File: src/rtl/ps2_key_ctrl_if.sv
// Bundles the PS/2 receive-FIFO side and the key-event side of ps2_key_ctrl.
// master = the key controller, slave = its environment (receive FIFO + consumer).
interface ps2_key_ctrl_if;
  logic [7:0] kbd_data;
  logic       kbd_ready;
  logic       kbd_overflow;
  logic       kbd_nextdata_n;
  logic [7:0] evt_code;
  logic       evt_ext;
  logic       evt_break;
  logic       evt_valid;
  logic       evt_ready;

  modport master (
    input  kbd_data, kbd_ready, kbd_overflow, evt_ready,
    output kbd_nextdata_n, evt_code, evt_ext, evt_break, evt_valid
  );

  modport slave (
    output kbd_data, kbd_ready, kbd_overflow, evt_ready,
    input  kbd_nextdata_n, evt_code, evt_ext, evt_break, evt_valid
  );
endinterface

File: src/rtl/ps2_key_ctrl.sv
// PS/2 scan-byte sequencer: fetch, E0/F0 prefix parse, modifier tracking, event FIFO.
// Optional macro PS2_REPEAT_FILTER_EN suppresses typematic makes of keys already held.
module ps2_key_ctrl #(
  parameter int DEPTH = 8,
  parameter int AW    = 3
) (
  input  logic               clk,
  input  logic               clr,
  ps2_key_ctrl_if.master     bus,
  output logic [3:0]         mods,
  output logic [1:0]         err_flags,
  input  logic               err_clr
);

  typedef enum logic [1:0] {FETCH, POP, WAIT} fetch_e;
  typedef enum logic [1:0] {P_IDLE, P_EXT, P_BRK, P_EXTBRK} parse_e;

  fetch_e      fetch_q;
  logic        nextdata_n_q;
  logic        byte_vld_q;
  logic [7:0]  byte_q;

  parse_e      parse_q;
  logic        emit_q;
  logic [7:0]  emit_code_q;
  logic        emit_ext_q;
  logic        emit_brk_q;

  logic        is_e0;
  logic        is_f0;
  logic        is_junk;

  // Byte fetch: one pop pulse, then two idle cycles to cover receive-FIFO pop latency.
  always_ff @(posedge clk) begin
    if (clr) begin
      fetch_q      <= FETCH;
      nextdata_n_q <= 1'b1;
      byte_vld_q   <= 1'b0;
      byte_q       <= 8'h00;
    end else begin
      nextdata_n_q <= 1'b1;
      byte_vld_q   <= 1'b0;
      case (fetch_q)
        FETCH: begin
          if (bus.kbd_ready) begin
            byte_q       <= bus.kbd_data;
            byte_vld_q   <= 1'b1;
            nextdata_n_q <= 1'b0;
            fetch_q      <= POP;
          end
        end
        POP:     fetch_q <= WAIT;
        WAIT:    fetch_q <= FETCH;
        default: fetch_q <= FETCH;
      endcase
    end
  end

  assign bus.kbd_nextdata_n = nextdata_n_q;

  assign is_e0 = (byte_q == 8'hE0);
  assign is_f0 = (byte_q == 8'hF0);

  always_comb begin
    is_junk = 1'b0;
    case (byte_q)
      8'hAA, 8'hFA, 8'hEE, 8'hFE, 8'h00, 8'hFF: is_junk = 1'b1;
      default:                                  is_junk = 1'b0;
    endcase
  end

  always_ff @(posedge clk) begin
    if (clr) begin
      parse_q     <= P_IDLE;
      emit_q      <= 1'b0;
      emit_code_q <= 8'h00;
      emit_ext_q  <= 1'b0;
      emit_brk_q  <= 1'b0;
    end else begin
      emit_q <= 1'b0;
      if (byte_vld_q) begin
        case (parse_q)
          P_IDLE: begin
            if (is_e0)      parse_q <= P_EXT;
            else if (is_f0) parse_q <= P_BRK;
            else if (!is_junk) begin
              emit_q      <= 1'b1;
              emit_code_q <= byte_q;
              emit_ext_q  <= 1'b0;
              emit_brk_q  <= 1'b0;
            end
          end
          P_EXT: begin
            if (is_f0)      parse_q <= P_EXTBRK;
            else if (is_e0) parse_q <= P_EXT;
            else begin
              emit_q      <= 1'b1;
              emit_code_q <= byte_q;
              emit_ext_q  <= 1'b1;
              emit_brk_q  <= 1'b0;
              parse_q     <= P_IDLE;
            end
          end
          P_BRK: begin
            if (is_e0)      parse_q <= P_EXTBRK;
            else if (is_f0) parse_q <= P_BRK;
            else begin
              emit_q      <= 1'b1;
              emit_code_q <= byte_q;
              emit_ext_q  <= 1'b0;
              emit_brk_q  <= 1'b1;
              parse_q     <= P_IDLE;
            end
          end
          default: begin
            if (!(is_e0 || is_f0)) begin
              emit_q      <= 1'b1;
              emit_code_q <= byte_q;
              emit_ext_q  <= 1'b1;
              emit_brk_q  <= 1'b1;
              parse_q     <= P_IDLE;
            end
          end
        endcase
      end
    end
  end

  logic push_en;

`ifdef PS2_REPEAT_FILTER_EN
  // Held-key map: 128 codes in each of the plain and E0 planes; codes >= 80 pass unfiltered.
  logic [255:0] held_q;
  logic [7:0]   held_idx;
  logic         filt_ok;

  assign held_idx = {emit_ext_q, emit_code_q[6:0]};
  assign filt_ok  = !emit_code_q[7];
  assign push_en  = emit_q && !(filt_ok && !emit_brk_q && held_q[held_idx]);

  always_ff @(posedge clk) begin
    if (clr) begin
      held_q <= '0;
    end else if (emit_q && filt_ok) begin
      held_q[held_idx] <= !emit_brk_q;
    end
  end
`else
  assign push_en = emit_q;
`endif

  logic lshift_q, rshift_q, lctrl_q, rctrl_q, lalt_q, ralt_q, caps_q, caps_held_q;

  always_ff @(posedge clk) begin
    if (clr) begin
      lshift_q    <= 1'b0;
      rshift_q    <= 1'b0;
      lctrl_q     <= 1'b0;
      rctrl_q     <= 1'b0;
      lalt_q      <= 1'b0;
      ralt_q      <= 1'b0;
      caps_q      <= 1'b0;
      caps_held_q <= 1'b0;
    end else if (emit_q) begin
      case ({emit_ext_q, emit_code_q})
        9'h012: lshift_q <= !emit_brk_q;
        9'h059: rshift_q <= !emit_brk_q;
        9'h014: lctrl_q  <= !emit_brk_q;
        9'h114: rctrl_q  <= !emit_brk_q;
        9'h011: lalt_q   <= !emit_brk_q;
        9'h111: ralt_q   <= !emit_brk_q;
        9'h058: begin
          // Held bit keeps typematic repeats from toggling caps lock again.
          if (!emit_brk_q && !caps_held_q) caps_q <= !caps_q;
          caps_held_q <= !emit_brk_q;
        end
        default: ;
      endcase
    end
  end

  assign mods = {caps_q, lalt_q | ralt_q, lctrl_q | rctrl_q, lshift_q | rshift_q};

  logic [9:0]    mem_q [DEPTH];
  logic [AW-1:0] wr_ptr_q, rd_ptr_q;
  logic [AW:0]   cnt_q, cnt_d;
  logic          full, pop, wr_en, drop;
  logic [9:0]    head;

  assign full  = (cnt_q == (AW+1)'(DEPTH));
  assign pop   = (cnt_q != '0) && bus.evt_ready;
  assign wr_en = push_en && (!full || pop);
  assign drop  = push_en && full && !pop;

  always_comb begin
    cnt_d = cnt_q;
    case ({wr_en, pop})
      2'b10:   cnt_d = cnt_q + 1'b1;
      2'b01:   cnt_d = cnt_q - 1'b1;
      default: cnt_d = cnt_q;
    endcase
  end

  always_ff @(posedge clk) begin
    if (wr_en) mem_q[wr_ptr_q] <= {emit_code_q, emit_ext_q, emit_brk_q};
  end

  always_ff @(posedge clk) begin
    if (clr) begin
      wr_ptr_q <= '0;
      rd_ptr_q <= '0;
      cnt_q    <= '0;
    end else begin
      if (wr_en) wr_ptr_q <= wr_ptr_q + 1'b1;
      if (pop)   rd_ptr_q <= rd_ptr_q + 1'b1;
      cnt_q <= cnt_d;
    end
  end

  assign head          = mem_q[rd_ptr_q];
  assign bus.evt_valid = (cnt_q != '0);
  assign bus.evt_code  = bus.evt_valid ? head[9:2] : 8'h00;
  assign bus.evt_ext   = bus.evt_valid & head[1];
  assign bus.evt_break = bus.evt_valid & head[0];

  logic [1:0] err_q, err_d;

  always_comb begin
    err_d = err_clr ? 2'b00 : err_q;
    err_d = err_d | {drop, bus.kbd_overflow};
  end

  always_ff @(posedge clk) begin
    if (clr) err_q <= 2'b00;
    else     err_q <= err_d;
  end

  assign err_flags = err_q;

endmodule
File: src/flat_wrapper.sv
// flat-port wrapper written by rule: the top's interface ports become plain ports
module ps2_key_ctrl_flat 
#(
  parameter int DEPTH = 8,
  parameter int AW    = 3
)
  (clk, clr, mods, err_flags, err_clr, bus_kbd_data, bus_kbd_ready, bus_kbd_overflow, bus_evt_ready, bus_kbd_nextdata_n, bus_evt_code, bus_evt_ext, bus_evt_break, bus_evt_valid);
  ps2_key_ctrl_if bus_i ();
  input  logic clk;
  input  logic clr;
  output logic [3:0] mods;
  output logic [1:0] err_flags;
  input  logic err_clr;
  input wire logic [$bits(bus_i.kbd_data)-1:0] bus_kbd_data;
  input wire logic [$bits(bus_i.kbd_ready)-1:0] bus_kbd_ready;
  input wire logic [$bits(bus_i.kbd_overflow)-1:0] bus_kbd_overflow;
  input wire logic [$bits(bus_i.evt_ready)-1:0] bus_evt_ready;
  output wire logic [$bits(bus_i.kbd_nextdata_n)-1:0] bus_kbd_nextdata_n;
  output wire logic [$bits(bus_i.evt_code)-1:0] bus_evt_code;
  output wire logic [$bits(bus_i.evt_ext)-1:0] bus_evt_ext;
  output wire logic [$bits(bus_i.evt_break)-1:0] bus_evt_break;
  output wire logic [$bits(bus_i.evt_valid)-1:0] bus_evt_valid;
  assign bus_i.kbd_data = bus_kbd_data;
  assign bus_i.kbd_ready = bus_kbd_ready;
  assign bus_i.kbd_overflow = bus_kbd_overflow;
  assign bus_i.evt_ready = bus_evt_ready;
  assign bus_kbd_nextdata_n = bus_i.kbd_nextdata_n;
  assign bus_evt_code = bus_i.evt_code;
  assign bus_evt_ext = bus_i.evt_ext;
  assign bus_evt_break = bus_i.evt_break;
  assign bus_evt_valid = bus_i.evt_valid;
  ps2_key_ctrl #(.DEPTH(DEPTH), .AW(AW)) u_core (.clk(clk), .clr(clr), .bus(bus_i), .mods(mods), .err_flags(err_flags), .err_clr(err_clr));
endmodule
File: config.mk
export PLATFORM = sky130hd
export DESIGN_NAME = ps2_key_ctrl_flat
export DESIGN_NICKNAME = d
export VERILOG_FILES = /design/src/rtl/ps2_key_ctrl_if.sv /design/src/rtl/ps2_key_ctrl.sv /design/src/flat_wrapper.sv
export SDC_FILE = /design/constraint.sdc
export NUM_CORES = 1
export LEC_CHECK = 0
export ABC_AREA = 1
export CAP_MARGIN = 10
export CORE_ASPECT_RATIO = 1.25
export CORE_MARGIN = 8
export CORE_UTILIZATION = 39
export CTS_CLUSTER_DIAMETER = 100
export DETAILED_ROUTE_END_ITERATION = 6
export GPL_TIMING_DRIVEN = 0
export PLACE_DENSITY = 0.63
export SETUP_SLACK_MARGIN = 0.05
export SLEW_MARGIN = 20
export SYNTH_ARGS = -nofsm -noshare
export SYNTH_HDL_FRONTEND = slang
export SYNTH_SLANG_ARGS = --single-unit
export TNS_END_PERCENT = 10
File: constraint.sdc
create_clock -name clk -period 2.73 [get_ports clk]
set_input_delay 0.273 -clock clk [delete_from_list [all_inputs] [get_ports clk]]
set_output_delay 0.273 -clock clk [all_outputs]
set_load 0.1 [all_outputs]
# == Yosys cells after proc, flatten, opt, wreduce, memory -nomap -nowiden ==
# Memory sizes are Yosys's and may differ from the RTL's. A register that Yosys moved wholly into a read port is not among the register bits.
# Index checks and enable logic that the tools add are counted.
# Widths: inputs -> output; s select.
# totals
out_inout_bits,18
mem_count,1
inputBits,14
reg_bits,45
word_cells,147
ram_bits,80
# memory_table
name,depth,word_bits,read_ports,rd_clocked_by_memory_dff,wr,line_no,source
u_core.mem_q,8,10,1,1,1,ps2_key_ctrl.sv:184,logic [9:0] mem_q [DEPTH];
# classes
n_bitwise,8
n_reduce_logical,31
n_eq_ne,30
add_sub_neg,4
n_mux,52
# op_table
cell,n
$mux 8,9
$eq 8x8->1 const B,7
$eq 9x5->1 const B,3
$mux 1,26
$pmux 8 s3,1
$eq 9x7->1 const B,2
$eq 9x9->1 const B,2
$mux 2,8
$ne 2x2->1 const B,8
$reduce_and 2->1,8
$pmux 1 s3,3
$reduce_and 9->1,1
$logic_not 8->1,1
$pmux 4 s2,1
$add 3x1->3 const B,2
$eq 2x1->1 const B,3
$mux 3,2
$pmux 2 s3,1
$reduce_and 3->1,2
$reduce_or 6->1,1
$logic_and 1x1->1,5
$logic_not 1->1,5
$add 4x1->4 const B,1
$eq 2x2->1 const B,2
other kinds (14),21

# == Longest topological paths before layout ==
# logic_depth
word_depth,7
mapped_depth,14
depth_no_buf,14

# == Worst setup path before layout ==
# Ideal clock, no wire load.
# synth_timing
kind,register -> output
from,register u_core.cnt_q[1]
to,output port bus_evt_break
arrival_time_ps,3024
path_stages_with_launch,6
slack_ps,-567
required_time_ps,2457
path_cell_list,dfxtp_1 nor2_1 nand3_1 clkbuf_1 o21ai_0 nor2_1
# synth_via
elab_chain_cells,2
# synth_lines
item,line_no,source
start: declaration,ps2_key_ctrl.sv:186,"logic [AW:0] cnt_q, cnt_d;"
start signal: assignment,ps2_key_ctrl.sv:216,cnt_q <= cnt_d;
$reduce_bool 4->1,ps2_key_ctrl.sv:221,assign bus.evt_valid = (cnt_q != '0);
named net bus_evt_valid,flat_wrapper.sv:22,output wire logic [$bits(bus_i.evt_valid)-1:0] bus_evt_valid;
$and 1x1->1,ps2_key_ctrl.sv:224,assign bus.evt_break = bus.evt_valid & head[0];
end: declaration,flat_wrapper.sv:21,output wire logic [$bits(bus_i.evt_break)-1:0] bus_evt_break;
# The timed path passes the listed nets, and every way through them passes these cells.

==> flow_summary.ini <==
[setup_path]
startpoint_type = flip-flop
endpoint_kind = output pin
critical_path_class = reg2out
crit_arrival_ns = 2.35
required_ns = 2.46
worstPathMaxFanout = 10

[grt]
grt_max_degree = 17
grt_pass1_vias = 3952
grt_pass1_wl_um = 19480
grt_overflow_total = 0
antenna_found_initial = 0
track_usage = 0.1422

[clock_tree]
numClockSinks = 128
h-tree-depth = 4
cts_buffers = 17
clk_latency_ns = 0.41
cts-root-buf = clkbuf_16
cts_buffer_depth = 2
cts-hold-fix-buffers = 0
clk_pin_slew_ns = 0.06
cts_tree = built

[place]
portBuffers = 31
dpl_worst_slack_ns = -0.1678
hpwl_um = 8213
dp_cells = 739
place_congestion = 0.7844

[layout]
layoutNonFillerInstCount = 771
num-nets-final = 603
diodes = 0
final_util = 0.4741
syn2layout_area_growth_pct = 20.96
drive_gt1_frac = 0.1477
final_cell_mix = nor2_1 (120), edfxtp_1 (80), dfxtp_1 (48)
final_common_cell = nor2_1

[yosys]
ys_types = 34
muxShareOfSynthArea = 0
yosys.area_share.adder = 0.01545
synth_seq_cells = 128
yosys.area_share.simple = 0.1765
synth_nets = 553
synth_xor_area_frac = 0.001639
syn_inst = 533
ys_warn_count = 0
yosysSeqAreaShare = 0.6294
synth_top_family_by_area = simple AND/OR/NAND/NOR gates
postSynthAreaPerCell_um2 = 10.03
post_synth_instance_area_um2 = 5344
synth_compound_area_frac = 0.1239

[floorplan]
die_w_um = 120.7
core_um2 = 13630
die_area_um2 = 17730
initial_core_util = 0.3920
die_y_um = 146.9
core.rowCount = 48
ios = 32

[sta]
max_freq_mhz = 381.3
finalMaxSlewViolations = 0
fin_hold_ws_ns = 0.4137
finalSetupViolations = 0
hold_violations = 0
max_slew.worst_pin.slew_ns = 1.003
setup-tns-final_ns = 0
clock_skew_ns = 0.01272
min_period_over_period = 0.9606
relSlewSlack = 0.3286
layout_setup_ws_ns = 0.1076
rsz0062_at_grt = yes
period_needed_ns = 2.622

[pwr]
pwr-share-clk = 0.327
power_density_nw_per_um2 = 1089
power_leakage_nw = 2.303
combinationalPowerShare = 0.360
peakVddDrop_mv = 1.400
sw_frac_of_total = 0.3994
p_seq_frac = 0.314
netSwitchingPower_mw = 2.811
intPower_mw = 4.227

[drt]
routed_wl_um = 11930
drt_iter0_drc = 204
drtPass1Iterations = 4
routed_via_density = 4.997
wl_per_cell_um = 15.48
drt.antenna.violating_nets = 0
vias = 3853
route.detailed.drc = 0

[job]
maxCapViolations = 0

[status]
status = complete, no violations

[min_path]
hold_class = reg2reg
worst paths after layout:
path,depth (start not counted),slack [ns],start,to
setup / recovery,7,0.11,flip-flop,bus_evt_code[6]
hold / removal,1,0.41,u_core.fetch_q[1],u_core.fetch_q[1]
setup reg to reg,14,0.42,u_core.cnt_q[1],u_core.cnt_q[3]
hold reg to reg,1,0.41,u_core.fetch_q[1],u_core.fetch_q[1]
metrics by stage:
step           power, mW  area (um^2)
2_1_floorplan      4.227         5368
3_3_place_gp       4.857         5897
3_5_place_dp       4.898         5897
4_1_cts            7.123         6482
5_1_grt            7.365         6464
6_report           7.038         6464
layer usage:
metal	track usage	vias to the layer above	part of all wire
li1	-	1937	-
met1	0.1493	1812	0.41
met2	0.2579	82	0.53
met3	0.04186	22	0.044
met4	0.05761	0	0.023
met5	0	-	0
repair_timing:
| action | in CTS | in global routing |
|---|---|---|
| buffers inserted | 0 | 0 |
| endpoints found under the setup margin | 11 | 9 |
| resized for setup | 41 | 12 |
| cloned | 0 | 0 |
synth_stat cells, drive strengths merged:
cell | number | area (um^2)
o21a | 1 | 7.510
o211ai | 1 | 7.510
nand2 | 59 | 264.0
ha | 5 | 62.56
nand3b | 1 | 7.510
clkbuf | 14 | 52.55
o32ai | 20 | 175.2
a21oi | 33 | 199.0
o21ai | 53 | 265.3
buf | 8 | 66.31
a211oi | 1 | 7.510
nor3 | 5 | 25.02
edfxtp | 80 | 2402
fa | 1 | 20.02
nand3 | 23 | 120.1
xnor2 | 1 | 8.760
nand4 | 1 | 6.260
clkinv | 1 | 3.750
or2 | 2 | 12.52
nor2 | 132 | 508.0
inv | 43 | 161.4
dfxtp | 48 | 960.9
kinds of logic (layout without fill, tap and decap cells):
group	Yosys count	in the layout
simple gates	223	223
flops	128	128
compound gates	109	109
buf+inv	66	129
fa+ha+maj	6	6
xor+xnor	1	1
registers in the layout (all words and copies together) (netlist names), named ones only:
signal                     cells
u_core.rctrl_q                 1
u_core.lshift_q                1
u_core.rd_ptr_q                3
u_core.rshift_q                1
u_core.emit_brk_q              1
u_core.mem_q                  80
u_core.emit_ext_q              1
u_core.emit_q                  1
u_core.byte_vld_q              1
u_core.caps_q                  1
u_core.cnt_q                   4
u_core.byte_q                  8
u_core.lalt_q                  1
u_core.parse_q                 2
u_core.err_flags               2
u_core.fetch_q                 2
u_core.bus.kbd_nextdata_n      1
u_core.lctrl_q                 1
u_core.emit_code_q             8
u_core.wr_ptr_q                3
u_core.ralt_q                  1
u_core.caps_held_q             1
layout make-up:
cell class | instances | area (um^2)
clock buffer | 21 | 440.4
tap | 175 | 219.0
buffer | 22 | 121.4
timing repair buffer | 31 | 271.5
sequential | 128 | 3363
fill | 1257 | 7169
multi-input combinational | 339 | 1719
clock inverter | 11 | 163.9
inverter | 44 | 165.2
critical path, cell delays in order (launching register included):
cell,delay (ns)
dfxtp_1,0.35
inv_1,0.11
clkbuf_1,0.43
nor2_1,0.09
o32ai_1,0.15
nor2_1,0.11
nor2_2,0.14
clkdlybuf4s18_2,0.55
power by group through the flow:
stage	clock network [mW]	registers, mW	logic, mW
after floorplan	0	2.23	1.99
after global placement	0	2.24	2.61
after detailed placement	0	2.25	2.65
after CTS	2.34	2.21	2.58
after global routing	2.41	2.22	2.74
final	2.30	2.21	2.53
No activity file was read; power rests on OpenSTA's default activity.
